<file path="src/rtl/rf_wport_arbiter_pkg.sv">
// rf_wport_arbiter_pkg: shared state encoding and width defaults for the write-port arbiter
package rf_wport_arbiter_pkg;
  typedef enum logic [1:0] {IDLE, OWN_A, OWN_B} state_t;
  localparam int AW_DEF = 5;
  localparam int DW_DEF = 32;
  localparam logic [AW_DEF-1:0] REG_ZERO = '0;
endpackage

</file>
<file path="src/rtl/rf_wport_arbiter_rr_pick2.sv">
// rr_pick2: two-input round-robin picker, last=1 means B won the previous tie
module rr_pick2 (
  input  logic [1:0] valid,
  input  logic       last,
  output logic [1:0] grant
);
  always_comb begin
    grant[0] = valid[0] & (~valid[1] | last);
    grant[1] = valid[1] & (~valid[0] | ~last);
  end
endmodule

</file>
<file path="src/rtl/rf_wport_arbiter.sv">
// rf_wport_arbiter: round-robin register-file write-port arbiter with lock and registered output
module rf_wport_arbiter
  import rf_wport_arbiter_pkg::*;
#(
  parameter int DW        = DW_DEF,
  parameter int AW        = AW_DEF,
  parameter int ZERO_DROP = 1,
  parameter int LOCK_MAX  = 8,
  parameter int CNT_W     = 16
) (
  input  logic             clk,
  input  logic             rst,
  input  logic             a_valid,
  output logic             a_ready,
  input  logic [AW-1:0]    a_addr,
  input  logic [DW-1:0]    a_data,
  input  logic             a_lock,
  input  logic             b_valid,
  output logic             b_ready,
  input  logic [AW-1:0]    b_addr,
  input  logic [DW-1:0]    b_data,
  input  logic             b_lock,
  output logic             rf_we,
  output logic [AW-1:0]    rf_waddr,
  output logic [DW-1:0]    rf_wdata,
  output logic             sel_b,
  output logic [CNT_W-1:0] conflicts
);
  localparam int LCW = $clog2(LOCK_MAX + 1);
  state_t state, state_n;
  logic last_b, sel_q, own_x, timeout, xfer, xlock;
  logic [LCW-1:0] lock_cnt, cnt_n;
  logic [1:0] pick;
  logic [AW-1:0] mux_addr;
  logic [DW-1:0] mux_data;
  rr_pick2 u_pick (
    .valid({b_valid, a_valid}),
    .last (last_b),
    .grant(pick)
  );
  always_comb begin
    own_x    = state != IDLE;
    timeout  = own_x && lock_cnt == LCW'(LOCK_MAX);
    a_ready  = own_x ? state == OWN_A && a_valid && !timeout : pick[0];
    b_ready  = own_x ? state == OWN_B && b_valid && !timeout : pick[1];
    xfer     = a_ready | b_ready;
    xlock    = b_ready ? b_lock : a_lock;
    sel_b    = b_ready | (sel_q & ~a_ready);
    mux_addr = sel_b ? b_addr : a_addr;
    mux_data = sel_b ? b_data : a_data;
    state_n  = xfer ? (xlock ? (b_ready ? OWN_B : OWN_A) : IDLE) : (timeout ? IDLE : state);
    cnt_n    = own_x && !xfer && !timeout ? lock_cnt + 1'b1 : '0;
  end
  always_ff @(posedge clk or posedge rst) begin
    if (rst) begin
      state     <= IDLE;
      last_b    <= 1'b1;
      lock_cnt  <= '0;
      sel_q     <= 1'b0;
      rf_we     <= 1'b0;
      rf_waddr  <= '0;
      rf_wdata  <= '0;
      conflicts <= '0;
    end else begin
      state    <= state_n;
      lock_cnt <= cnt_n;
      sel_q    <= sel_b;
      rf_we    <= xfer && !(ZERO_DROP != 0 && mux_addr == AW'(REG_ZERO));
      if (xfer) begin
        last_b   <= b_ready;
        rf_waddr <= mux_addr;
        rf_wdata <= mux_data;
      end
      if (a_valid && b_valid && (a_ready ^ b_ready || own_x) && conflicts != '1)
        conflicts <= conflicts + 1'b1;
    end
  end
endmodule
</file>
<file path="config.mk">
export PLATFORM = sky130hd
export DESIGN_NAME = rf_wport_arbiter
export DESIGN_NICKNAME = d
export VERILOG_FILES = /design/src/rtl/rf_wport_arbiter_pkg.sv /design/src/rtl/rf_wport_arbiter_rr_pick2.sv /design/src/rtl/rf_wport_arbiter.sv
export SDC_FILE = /design/constraint.sdc
export NUM_CORES = 1
export LEC_CHECK = 0
export CORE_MARGIN = 2
export CORE_UTILIZATION = 25
export CTS_BUF_LIST = sky130_fd_sc_hd__clkbuf_4
export CTS_CLUSTER_SIZE = 10
export DETAILED_ROUTE_END_ITERATION = 8
export PLACE_DENSITY = 0.54
export SLEW_MARGIN = 40
export SYNTH_ARGS = -nofsm -noshare
export SYNTH_HDL_FRONTEND = slang
export SYNTH_SLANG_ARGS = --single-unit
</file>
<file path="constraint.sdc">
create_clock -name clk -period 3.11 [get_ports clk]
set_input_delay 0.7775 -clock clk [delete_from_list [all_inputs] [get_ports clk]]
set_output_delay 0.7775 -clock clk [all_outputs]
set_load 0.005 [all_outputs]
</file>
## After elaboration in Yosys (flattened, before gate mapping)

Cells that the tools add are included.

- Add/subtract/negate cells: 2
- Equality and inequality tests: 4
- Muxes and demuxes: 10
- Bitwise gates (word level): 12
- Reductions and logical operators: 18

Operator list:

| kind | number |
|---|---|
| $mux 32 | 1 |
| $add 16x1->16 const B | 1 |
| $ne 16x16->1 const B | 1 |
| $logic_and 1x1->1 | 11 |
| $mux 2 | 4 |
| $logic_not 5->1 | 1 |
| $mux 5 | 1 |
| $add 4x1->4 const B | 1 |
| $eq 4x4->1 const B | 1 |
| $mux 4 | 1 |
| $not 1->1 | 4 |
| $or 1x1->1 | 4 |
| $reduce_bool 2->1 | 2 |
| $and 1x1->1 | 3 |
| $logic_not 1->1 | 3 |
| $mux 1 | 3 |
| $eq 2x1->1 const B | 1 |
| $eq 2x2->1 const B | 1 |
| $logic_or 1x1->1 | 1 |
| $xor 1x1->1 | 1 |

- Flip-flop bits (word level): 62
- Input bits: 80
- Output and inout port bits: 57
- Word-level logic and storage cells: 54

## Logic depth before layout (Yosys ltp)

Gate-level depths: netlist (run 1).

- Depth after elaboration: 12
- Mapped depth: 12

## Cells and area by module

Synthesis (run 1) repeated with hierarchy kept, for this count alone.

- Cell total of the unflattened synthesis: 345
- Area, all modules: 3255.6 um^2

By module, submodules not included:

| module | instances | cells each | area an instance (um^2) | seq. area each (um^2) |
|---|---|---|---|---|
| rf_wport_arbiter | 1 | 342 | 3236.9 | 1552.7 |
| rr_pick2 | 1 | 3 | 18.8 | 0.0 |

## Worst setup path before layout (run 1)

Ideal clock, no wire load.

- Path kind: in2reg
- Start: input b_valid
- End: register conflicts[15]
- Data arrival time: 2648 ps
- Slack: 383 ps
- Stages: 10
- Buffers on the path: 2
- Path through: nand2b_1 -> nand3_1 -> clkbuf_1 -> and2_1 -> ha_1 -> o311ai_2 -> or3_1 -> buf_6 -> nor4_4 -> xor2_1

- Longest elaborated chain between the ends: 8
- Elaborated cells on any way between the ends: 13
- Those cells by class: 2 x mux; 5 x bitwise; 6 x reduce/logical

Ends and longest elaborated chain:

| element | RTL line | text |
|---|---|---|
| start: declaration | rf_wport_arbiter.sv:18 | `input logic b_valid,` |
| $not 1->1 | rf_wport_arbiter_rr_pick2.sv:8 | `grant[0] = valid[0] & (~valid[1] \| last);` |
| $or 1x1->1 | rf_wport_arbiter_rr_pick2.sv:8 |  |
| $and 1x1->1 | rf_wport_arbiter_rr_pick2.sv:8 |  |
| $mux 1 | rf_wport_arbiter.sv:44 | `a_ready = own_x ? state == OWN_A && a_valid && !timeout : pick[0];` |
| $xor 1x1->1 | rf_wport_arbiter.sv:74 | `if (a_valid && b_valid && (a_ready ^ b_ready \|\| own_x) && conflicts != '1)` |
| $logic_or 1x1->1 | rf_wport_arbiter.sv:74 |  |
| $logic_and 1x1->1 (*) (2 in a row) | rf_wport_arbiter.sv:74 |  |
| end signal: assignment | rf_wport_arbiter.sv:75 | `conflicts <= conflicts + 1'b1;` |
| end: declaration | rf_wport_arbiter.sv:27 | `output logic [CNT_W-1:0] conflicts` |

Mark *: on every way between the ends. The rest lies on a longest branch, timed or not.
A chain may end at the register's enable or synchronous reset.

## Worst setup path after layout (run 1)

- Start: input b_valid
- End: output sel_b

- Longest elaborated chain between the ends: 7
- Elaborated cells on any way between the ends: 11
- Those cells by class: 2 x mux; 7 x bitwise; 2 x reduce/logical

Ends and longest elaborated chain:

| element | RTL line | text |
|---|---|---|
| $not 1->1 | rf_wport_arbiter_rr_pick2.sv:8 |  |
| $or 1x1->1 | rf_wport_arbiter_rr_pick2.sv:8 |  |
| $and 1x1->1 | rf_wport_arbiter_rr_pick2.sv:8 |  |
| $mux 1 | rf_wport_arbiter.sv:44 |  |
| $not 1->1 | rf_wport_arbiter.sv:48 | `sel_b = b_ready \| (sel_q & ~a_ready);` |
| $and 1x1->1 | rf_wport_arbiter.sv:48 |  |
| $or 1x1->1 (*) | rf_wport_arbiter.sv:48 |  |
| end: declaration | rf_wport_arbiter.sv:26 | `output logic sel_b,` |

Marks and branches as above.

==> impl_metrics.toml, run 1 <==
[outcome]
status = "finished, final reports clean"

[hold_path]
hold_path.class = "flip-flop to flip-flop"
hold_depth = 1
hold_start = "lock_cnt[0]$_DFF_PP0_"
hold_path_end = "lock_cnt[0]$_DFF_PP0_"

[power_and_ir_drop]
clockPowerShare = 0.118
p_sw_mw = 1.60
comb_power_share = 0.550
p_leak_nw = 2.20
ir_drop_mv = 0.237
power_density_nw_per_um2 = 774
p_int_mw = 2.44
power_frac_seq = 0.332
power_mw = 4.04
switching_share = 0.396

[floorplan]
die_x_um = 122
die_h_um = 122
pin_count = 137
row_count = 43
initial_core_util = 0.253
die_area_sq_um = 14900
core_sq_um = 13800

[global_routing]
grt_overflow_total = 0
grt_pass1_wl_mm = 16.7
grt.total_usage = 0.145
grt_pass1_vias = 3256
grt_max_degree = 72
antenna_found_initial = 0

[cts]
cts_buffer_depth = 2
numCtsBuffers = 9
clkTransAtPathRegs_ns = 0.10
root_buffer = "clkbuf_4"
clock-sinks = 62
cts_tree = "built"
clk_latency_ns = 0.43
ctsHoldBuffers = 0
htreeDepth = 3

[worst_setup_path]
r2r_setup_slack_ns = 0.46
crit_top_cell = "clkdlybuf4s50_1"
crit_arrival_ns = 2.22
slowest_stage = "clkdlybuf4s50_1"
path_buf_inv = 2
start_kind = "primary input"
cp-end-kind = "output port"
r2r_start = "lock_cnt[0]$_DFF_PP0_"
ff2ff_path_depth = 10
required_ns = 2.33
crit_fanout = 4
crit_type = "primary input to output port"
path_cells = "clkdlybuf4s50_1, nand2b_1, nand3_2, and3_4, clkdlybuf4s50_1"
critPathTopFamily = "buffers and inverters"
cp_slowest_stage_delay_ns = 0.54
timing.rr.end = "conflicts[12]$_DFFE_PP0P_"

[sta]
drv_slew = 0
max_freq_ghz = 0.333
fin_skew_ns = 0.0179
rsz0062_at_grt = "false"
min_period_over_period = 0.964
finalSetupViolations = 0
worst_pin_slew_ns = 0.500
max-slew-margin-rel = 0.658
finalCriticalPeriod_ns = 3.00
hold_viol_final = 0

[routing]
wirelength_mm = 10.5
via_count = 3311
firstDrtPassIters = 4
wl_per_cell_um = 15.2
viasPerCell = 4.77
drtIter0Drc = 132
drc = 0
drtAntennaViolNets = 0

[placement]
gp_congestion = 0.802
hpwl_mm = 7.21
port_buffers = 136

[layout]
nNetsFinal = 594
utilization = 0.379
antenna_cells = 0
drive_above_1_share = 0.0992
area_growth_pct = 49.7

[logic_synthesis]
ys_seq_area_frac = 0.445
synth_cell_type_count = 42
ys_top_cells_by_count = "dfrtp_1, inv_1, nand2_1"
yosysMostFrequentCell = "dfrtp_1"
synth_cells = 377
synth_top_flop_cell = "dfrtp_1"
ys_async_sr_fraction = 1.00
avgSynthCellArea_sq_um = 9.25
synth_area_leader_cell = "dfrtp_1"
synth.top_cell.area_share = 0.438
yosys_warnings = 0
synth_area_leaders = "dfrtp_1, nand4_1, nor2b_1, inv_1, nand2_1"
synth_edf_count = 0
syn_nets = 461
synth-seq-cells = 62
syn-cell-area_sq_um = 3490

[job]
maxCapViolations = 0
==> metal layers <==
layer  global-route usage  up-vias  share of wire
met2                0.223       97           0.44
met4               0.0618        0          0.019
met1                0.189     1594           0.47
li1                     -     1603              -
met5                    0        -              0
met3               0.0426       17          0.071
==> through the flow <==
stage | setup TNS (ns) | setup WS, ns | std cells | hold WS, ns | instance area [sq um]
floorplan | 0 | 0.383 | 377 | 0.453 | 3490
global placement | -0.517 | -0.104 | 675 | 0.473 | 5090
detailed placement | -1.06 | -0.164 | 675 | 0.489 | 5090
CTS | 0 | 0.0330 | 692 | 0.498 | 5210
global route | 0 | 0.00908 | 694 | 0.482 | 5220
finish | 0 | 0.111 | 694 | 0.463 | 5220
==> logic make-up after synthesis <==
logic type      count (synthesis)  synth area share
flops                          62             0.445
mux                             2           0.00646
compound gates                 53             0.147
buf+inv                        76            0.0872
fa+ha+maj                       4            0.0143
simple gates                  165             0.262
xor+xnor                       15            0.0377
==> flip-flops by register name (all words and copies together) (netlist names) <==
signal and count:
conflicts 16, last_b 1, lock_cnt 4, rf_waddr 5, rf_wdata 32, rf_we 1
sel_q 1, state 2
==> cell type report <==
class	count	area, sq um
Tap cell	180	225
Inverter	46	173
Timing Repair Buffer	152	1520
Sequential cell	62	1550
Clock inverter	3	12.5
Clock buffer	12	90.1
Multi-Input combinational cell	239	1650
Fill cell	1441	8550
==> power by group through the flow <==
stage / registers, mW / clock network [mW] / logic (mW)
6_report: 1.34 / 0.477 / 2.22
5_1_grt: 1.39 / 0.533 / 2.47
4_1_cts: 1.35 / 0.504 / 2.26
3_5_place_dp: 1.35 / 0 / 2.24
3_3_place_gp: 1.35 / 0 / 2.20
2_1_floorplan: 1.34 / 0 / 1.14
==> worst max path at each step <==
stage | start | to | slack [ns] | cells past startpoint
6_report | b_valid | sel_b | 0.11 | 5
5_1_grt | lock_cnt[1]$_DFF_PP0_ | sel_b | 0.009 | 6
4_1_cts | a_valid | a_ready | 0.03 | 5
3_5_place_dp | b_valid | conflicts[15]$_DFFE_PP0P_ | -0.16 | 9
3_3_place_gp | b_valid | conflicts[13]$_DFFE_PP0P_ | -0.10 | 9
2_1_floorplan | b_valid | conflicts[15]$_DFFE_PP0P_ | 0.38 | 10
==> repair_timing <==
item	CTS	global route
endpoints found under the hold margin	0	0
setup endpoints to repair	2	2
pin swaps	2	1
setup buffers	2	2
gates resized for setup	0	1
cloned	0	0
==> cells in the final DEF (no fill, tap or decap), types with 2 or more instances in the layout <==
cell type        synthesis  layout
clkdlybuf4s50_1          0     135
dfrtp_1                 61      61
inv_1                   46      45
nand2_1                 45      45
nand4_1                 40      40
nor2b_1                 38      38
o311ai_0                18      18
buf_4                    0      13
xor2_1                  12      12
clkbuf_4                 0      12
o311ai_1                11      11
nor2_1                  10      10
o311ai_2                 9       9
nor3_1                   9       9
nand3_1                  8       7
nand2b_1                 3       3
xnor2_1                  3       3
a21oi_1                  3       3
ha_1                     4       3
buf_12                   0       3
nand3b_1                 2       2
nand4b_1                 2       2
a31oi_1                  2       2
mux2_2                   2       2
o21ai_0                  2       2
clkinv_1                 0       2
==> worst reg2reg max path, cell delays in order, from the launching register on <==
cell,delay [ns]
dfrtp_1,0.38
inv_1,0.05
ha_1,0.20
nand3b_1,0.16
nand4b_1,0.18
and2_1,0.24
ha_4,0.28
o311ai_2,0.09
or3_1,0.55
nor3_1,0.27
xor2_1,0.17
(Power assumes the default switching activity.)
==> inputs of run 2 (changes only) <==
- clock period: 3.11 -> 2.9 ns (I/O delays scaled with it)
==> run 2 against run 1 <==
Against the previous run: combinational power up 8%; routed wire length fell by 1.4%; global-route usage is 0.25 points lower; largest cell class unchanged; non-clock buffer count up 4.
==> impl_metrics.toml, run 2 (synthesized netlist as in run 1, its figures left out) <==
[worst_setup_path]
timing.rr.end = "conflicts[11]$_DFFE_PP0P_"
required_ns = 2.17
path_cells = "inv_1, ha_1, nand3b_1, nand4b_1, and2_4, inv_1, clkdlybuf4s50_1"
slowest_stage = "clkdlybuf4s50_1"
crit_path_end = "a_ready"
r2r_setup_slack_ns = 0.34
cp_slowest_stage_delay_ns = 0.49
r2r_start = "lock_cnt[0]$_DFF_PP0_"
ff2ff_path_depth = 10
crit_top_cell = "inv_1"
start_kind = "flip-flop"
crit_arrival_ns = 2.04
crit_fanout = 3
cp-end-kind = "output port"
crit_type = "flip-flop to output port"
crit_start = "lock_cnt[0]$_DFF_PP0_"

[global_routing]
antenna_found_initial = 0
grt_max_degree = 46
grt_pass1_wl_mm = 16.5
grt_pass1_vias = 3366
grt.total_usage = 0.142
grt_overflow_total = 0

[routing]
wl_per_cell_um = 14.9
firstDrtPassIters = 6
viasPerCell = 4.71
wirelength_mm = 10.4
drc = 0
via_count = 3283
drtIter0Drc = 198
drtAntennaViolNets = 0

[floorplan]
pin_count = 137
die_area_sq_um = 14900
die_h_um = 122
die_x_um = 122
initial_core_util = 0.253
core_sq_um = 13800
row_count = 43

[power_and_ir_drop]
power_density_nw_per_um2 = 821
power_mw = 4.31
p_leak_nw = 2.21
ir_drop_mv = 0.269

[sta]
rsz0062_at_grt = "false"
fin_skew_ns = 0.0147
finalSetupViolations = 0
finalCriticalPeriod_ns = 2.76
min_period_over_period = 0.952
max-slew-margin-rel = 0.670
worst_slack_ns = 0.139
drv_slew = 0
worst_pin_slew_ns = 0.483
max_freq_ghz = 0.362
hold_viol_final = 0

[cts]
clock-sinks = 62
ctsHoldBuffers = 0
cts_tree = "built"
clkTransAtPathRegs_ns = 0.10
root_buffer = "clkbuf_4"
clk_latency_ns = 0.40
numCtsBuffers = 9
cts_buffer_depth = 2
htreeDepth = 3

[hold_path]
hold_depth = 2
hold_path.class = "flip-flop to flip-flop"

[placement]
preCtsSetupSlack_ns = -0.322
port_buffers = 136
gp_congestion = 0.819
hpwl_mm = 7.27

[layout]
largest_registers = "rf_wdata: 32 flops, conflicts: 16 flops, rf_waddr: 5 flops"
layout.cells.most_common = "clkdlybuf4s50_1"
regMostFlops = "rf_wdata"
seq_area_sq_um = 1550
antenna_cells = 0
nNetsFinal = 598
mostFrequentLayoutCells = "clkdlybuf4s50_1, dfrtp_1, inv_1, nand2_1, nand4_1"
fillerInstances = 1428
area_growth_pct = 50.3
largest_register_ffs = 32
drive_above_1_share = 0.104
multiInputGateArea_sq_um = 1650

[outcome]
status = "finished, final reports clean"

[job]
maxCapViolations = 0
[run 2: cell types whose count changed in the layout (fill, tap and decap cells not counted), sizes merged]
cell and delta:
buf +4, clkbuf -2, clkdlybuf4s50 -2, dlygate4sd2 +2
clkinv +1
[run 2: repair_timing]
item / 4_1_cts / 5_1_grt
resized for setup: 3 / 1
endpoints found under the setup margin: 3 / 2
setup buffers: 1 / 3
pin swaps: 1 / 0
[run 2: metal layers]
layer / track usage / up-vias / wire, um
met4: 0.0510 / 0 / 70
met5: 0 / - / 0
met2: 0.224 / 100 / 4810
li1: - / 1606 / -
met1: 0.184 / 1571 / 4770
met3: 0.0454 / 6 / 742
[run 2: final cells by class]
type,instances,area share
Multi-Input combinational cell,239,0.315
Timing Repair Buffer,156,0.295
Clock buffer,10,0.0143
Inverter,46,0.0329
Clock inverter,4,0.00310
Tap cell,180,0.0430
Sequential cell,62,0.296
[run 2: worst min-delay path by stage]
stage                               endpoint  slack [ns]                startpoint
detailed placement     lock_cnt[0]$_DFF_PP0_        0.48     lock_cnt[0]$_DFF_PP0_
CTS                       last_b$_DFFE_PP1P_        0.51        last_b$_DFFE_PP1P_
global placement       lock_cnt[0]$_DFF_PP0_        0.47     lock_cnt[0]$_DFF_PP0_
floorplan              lock_cnt[0]$_DFF_PP0_        0.45     lock_cnt[0]$_DFF_PP0_
finish                    last_b$_DFFE_PP1P_        0.50        last_b$_DFFE_PP1P_
global route        rf_wdata[22]$_DFFE_PP0P_        0.54  rf_wdata[22]$_DFFE_PP0P_
[run 2: critical path, delay by kind of cell, from the launching register on]
kind	cells	cell delay [ns]
flops	1	0.36
fa+ha+maj	1	0.20
simple gates	3	0.48
buf+inv	3	0.59
[run 2: metrics by stage]
stage	cell area [sq um]	std cells	TNS, ns	hold WS (ns)	utilization
2_1_floorplan	3490	377	0	0.453	-
3_3_place_gp	5120	679	-1.20	0.475	0.372
3_5_place_dp	5120	679	-2.79	0.484	0.372
4_1_cts	5220	694	0	0.508	0.379
5_1_grt	5240	697	0	0.542	0.381
6_report	5240	697	0	0.497	0.381
[run 2: power breakdown]
part / internal, mW / switching [mW]
logic: 1.24 / 1.15
registers: 1.21 / 0.229
clock network: 0.167 / 0.307
total: 2.62 / 1.69
==> inputs of run 3 (changes only) <==
- CORE_UTILIZATION: 25 -> 45
- HOLD_SLACK_MARGIN: not set -> 0.1
- PLACE_DENSITY: 0.54 -> 0.85
==> run 3 against run 2 <==
Against the previous run: total power up 0.66%; highest routed layer unchanged; sequential share of layout area increased by 0.39 points; clock skew is 0.0054 ns higher; hold slack better by 0.0070 ns; fmax down 0.78%; sequential power about the same; largest power group unchanged; largest cell class unchanged; final area down 1.3%; clock-buffer cell count grew 3; register-to-register slack worse by 0.02 ns; clock power grew 5.1%; non-clock buffer count stayed put.
==> impl_metrics.toml, run 3 (synthesized netlist as in run 1, its figures left out) <==
[sta]
rsz0062_at_grt = "false"
finalCriticalPeriod_ns = 2.78
finalSetupViolations = 0
max_freq_ghz = 0.359
max-slew-margin-rel = 0.583
fin_skew_ns = 0.0201
hold_viol_final = 0
drv_slew = 0
worst_pin_slew_ns = 0.624
whs_ns = 0.504
worst_slack_ns = 0.117
min_period_over_period = 0.959

[worst_setup_path]
crit_top_cell = "clkdlybuf4s50_1"
crit_fanout = 4
path_cells = "clkdlybuf4s50_1, nand2b_1, nand3_2, and2_4, inv_1, clkdlybuf4s50_1"
cp_slowest_stage_delay_ns = 0.48
crit_arrival_ns = 2.06
path_buf_inv = 3
slowest_stage = "clkdlybuf4s50_1"
critPathTopFamily = "buffers and inverters"
required_ns = 2.17
cp-end-kind = "output port"
start_kind = "primary input"
crit_type = "primary input to output port"

[routing]
wirelength_mm = 9.48
wl_met2_mm = 4.77
firstDrtPassIters = 4
wl_met1_mm = 3.88
drtIter0Drc = 142
wl_met3_um = 657
wl_per_cell_um = 15.3
top_layer = "met4"
drc = 0
viasPerCell = 5.45
drtAntennaViolNets = 0
via_count = 3385

[layout]
area_growth_pct = 48.3
drive_above_1_share = 0.112
regMostFlops = "rf_wdata"
fillerInstances = 607
mostFrequentLayoutCells = "clkdlybuf4s50_1, dfrtp_1, inv_1, nand2_1, nand4_1"
seq_area_sq_um = 1550
largest_register_ffs = 32
multiInputGateArea_sq_um = 1650
layout.cells.most_common = "clkdlybuf4s50_1"
antenna_cells = 0
largest_registers = "rf_wdata: 32 flops, conflicts: 16 flops, rf_waddr: 5 flops"
final_cell_area_sq_um = 5170
nNetsFinal = 598

[job]
maxCapViolations = 0

[global_routing]
grt.total_usage = 0.232
grt_max_degree = 44
grt_pass1_wl_mm = 15.9
grt_pass1_vias = 3396
grt_overflow_total = 0
antenna_found_initial = 0

[cts]
numCtsBuffers = 9
root_buffer = "clkbuf_4"
cts_tree = "built"
ctsHoldBuffers = 0
clkTransAtPathRegs_ns = 0.09
clock-sinks = 62
cts_buffer_depth = 2
clk_latency_ns = 0.39
htreeDepth = 3

[power_and_ir_drop]
comb_power_share = 0.553
p_sw_mw = 1.66
p_int_mw = 2.68
ir_drop_mv = 0.374
power_mw = 4.33
power_density_nw_per_um2 = 838
p_leak_nw = 2.23
power_frac_seq = 0.332
clockPowerShare = 0.115
switching_share = 0.382

[floorplan]
die_h_um = 92.0
die_x_um = 92.0
initial_core_util = 0.459
die_area_sq_um = 8470
core_sq_um = 7610
pin_count = 137
row_count = 32

[placement]
port_buffers = 136
hpwl_mm = 6.88
placed_cell_area_sq_um = 5030
preCtsSetupSlack_ns = -0.216
gp_congestion = 0.820

[hold_path]
hold_path.class = "flip-flop to flip-flop"

[outcome]
status = "finished, final reports clean"
run 3: path summary, 6_finish.rpt:
kind | start | end | slack [ns] | depth (start not counted)
worst max-delay path | b_valid | a_ready | 0.12 | 6
worst min-delay path | rf_wdata[6]$_DFFE_PP0P_ | rf_wdata[6]$_DFFE_PP0P_ | 0.50 | 2
worst max register to register | lock_cnt[1]$_DFF_PP0_ | conflicts[15]$_DFFE_PP0P_ | 0.32 | 10
worst min register to register | rf_wdata[6]$_DFFE_PP0P_ | rf_wdata[6]$_DFFE_PP0P_ | 0.50 | 2
max in group asynchronous | rst | last_b$_DFFE_PP1P_ | 1.49 | 3
min in group asynchronous | rst | rf_wdata[14]$_DFFE_PP0P_ | 0.73 | 2
run 3: timing repair:
action,in CTS,in global routing
pin swaps,2,1
gates cloned,0,0
resized for setup,4,1
endpoints found under the hold margin,0,0
endpoints found under the setup margin,3,1
setup buffers,3,1
run 3: stage by stage:
step	instances	utilization	TNS, ns
after global routing	621	0.680	0
after global placement	601	0.661	-0.808
after CTS	620	0.679	0
after floorplan	377	-	0
after detailed placement	601	0.661	-1.61
final	621	0.680	0
run 3: layout make-up:
type / count / share of cell area
clock inverters: 3 / 0.00266
flip-flops and latches: 62 / 0.300
multi-input cells: 239 / 0.319
inverters: 46 / 0.0334
clock buffers: 13 / 0.0189
well taps: 102 / 0.0247
repair buffers: 156 / 0.301
run 3: worst min-delay path, stage by stage (launching register included):
cell and delay [ns]:
dfrtp_1 0.35, nand2_1 0.06, o311ai_2 0.06
run 3: metal layers:
| metal | GRT usage | up-vias |
|---|---|---|
| met5 | 0 | - |
| met1 | 0.297 | 1608 |
| met2 | 0.396 | 149 |
| met3 | 0.0378 | 19 |
| li1 | - | 1609 |
| met4 | 0.0808 | 0 |
run 3: power groups by stage:
stage	logic, mW	clock network, mW	registers, mW
5_1_grt	2.63	0.564	1.48
2_1_floorplan	1.22	0	1.44
3_3_place_gp	2.32	0	1.44
6_report	2.40	0.498	1.44
4_1_cts	2.41	0.514	1.44
3_5_place_dp	2.39	0	1.45
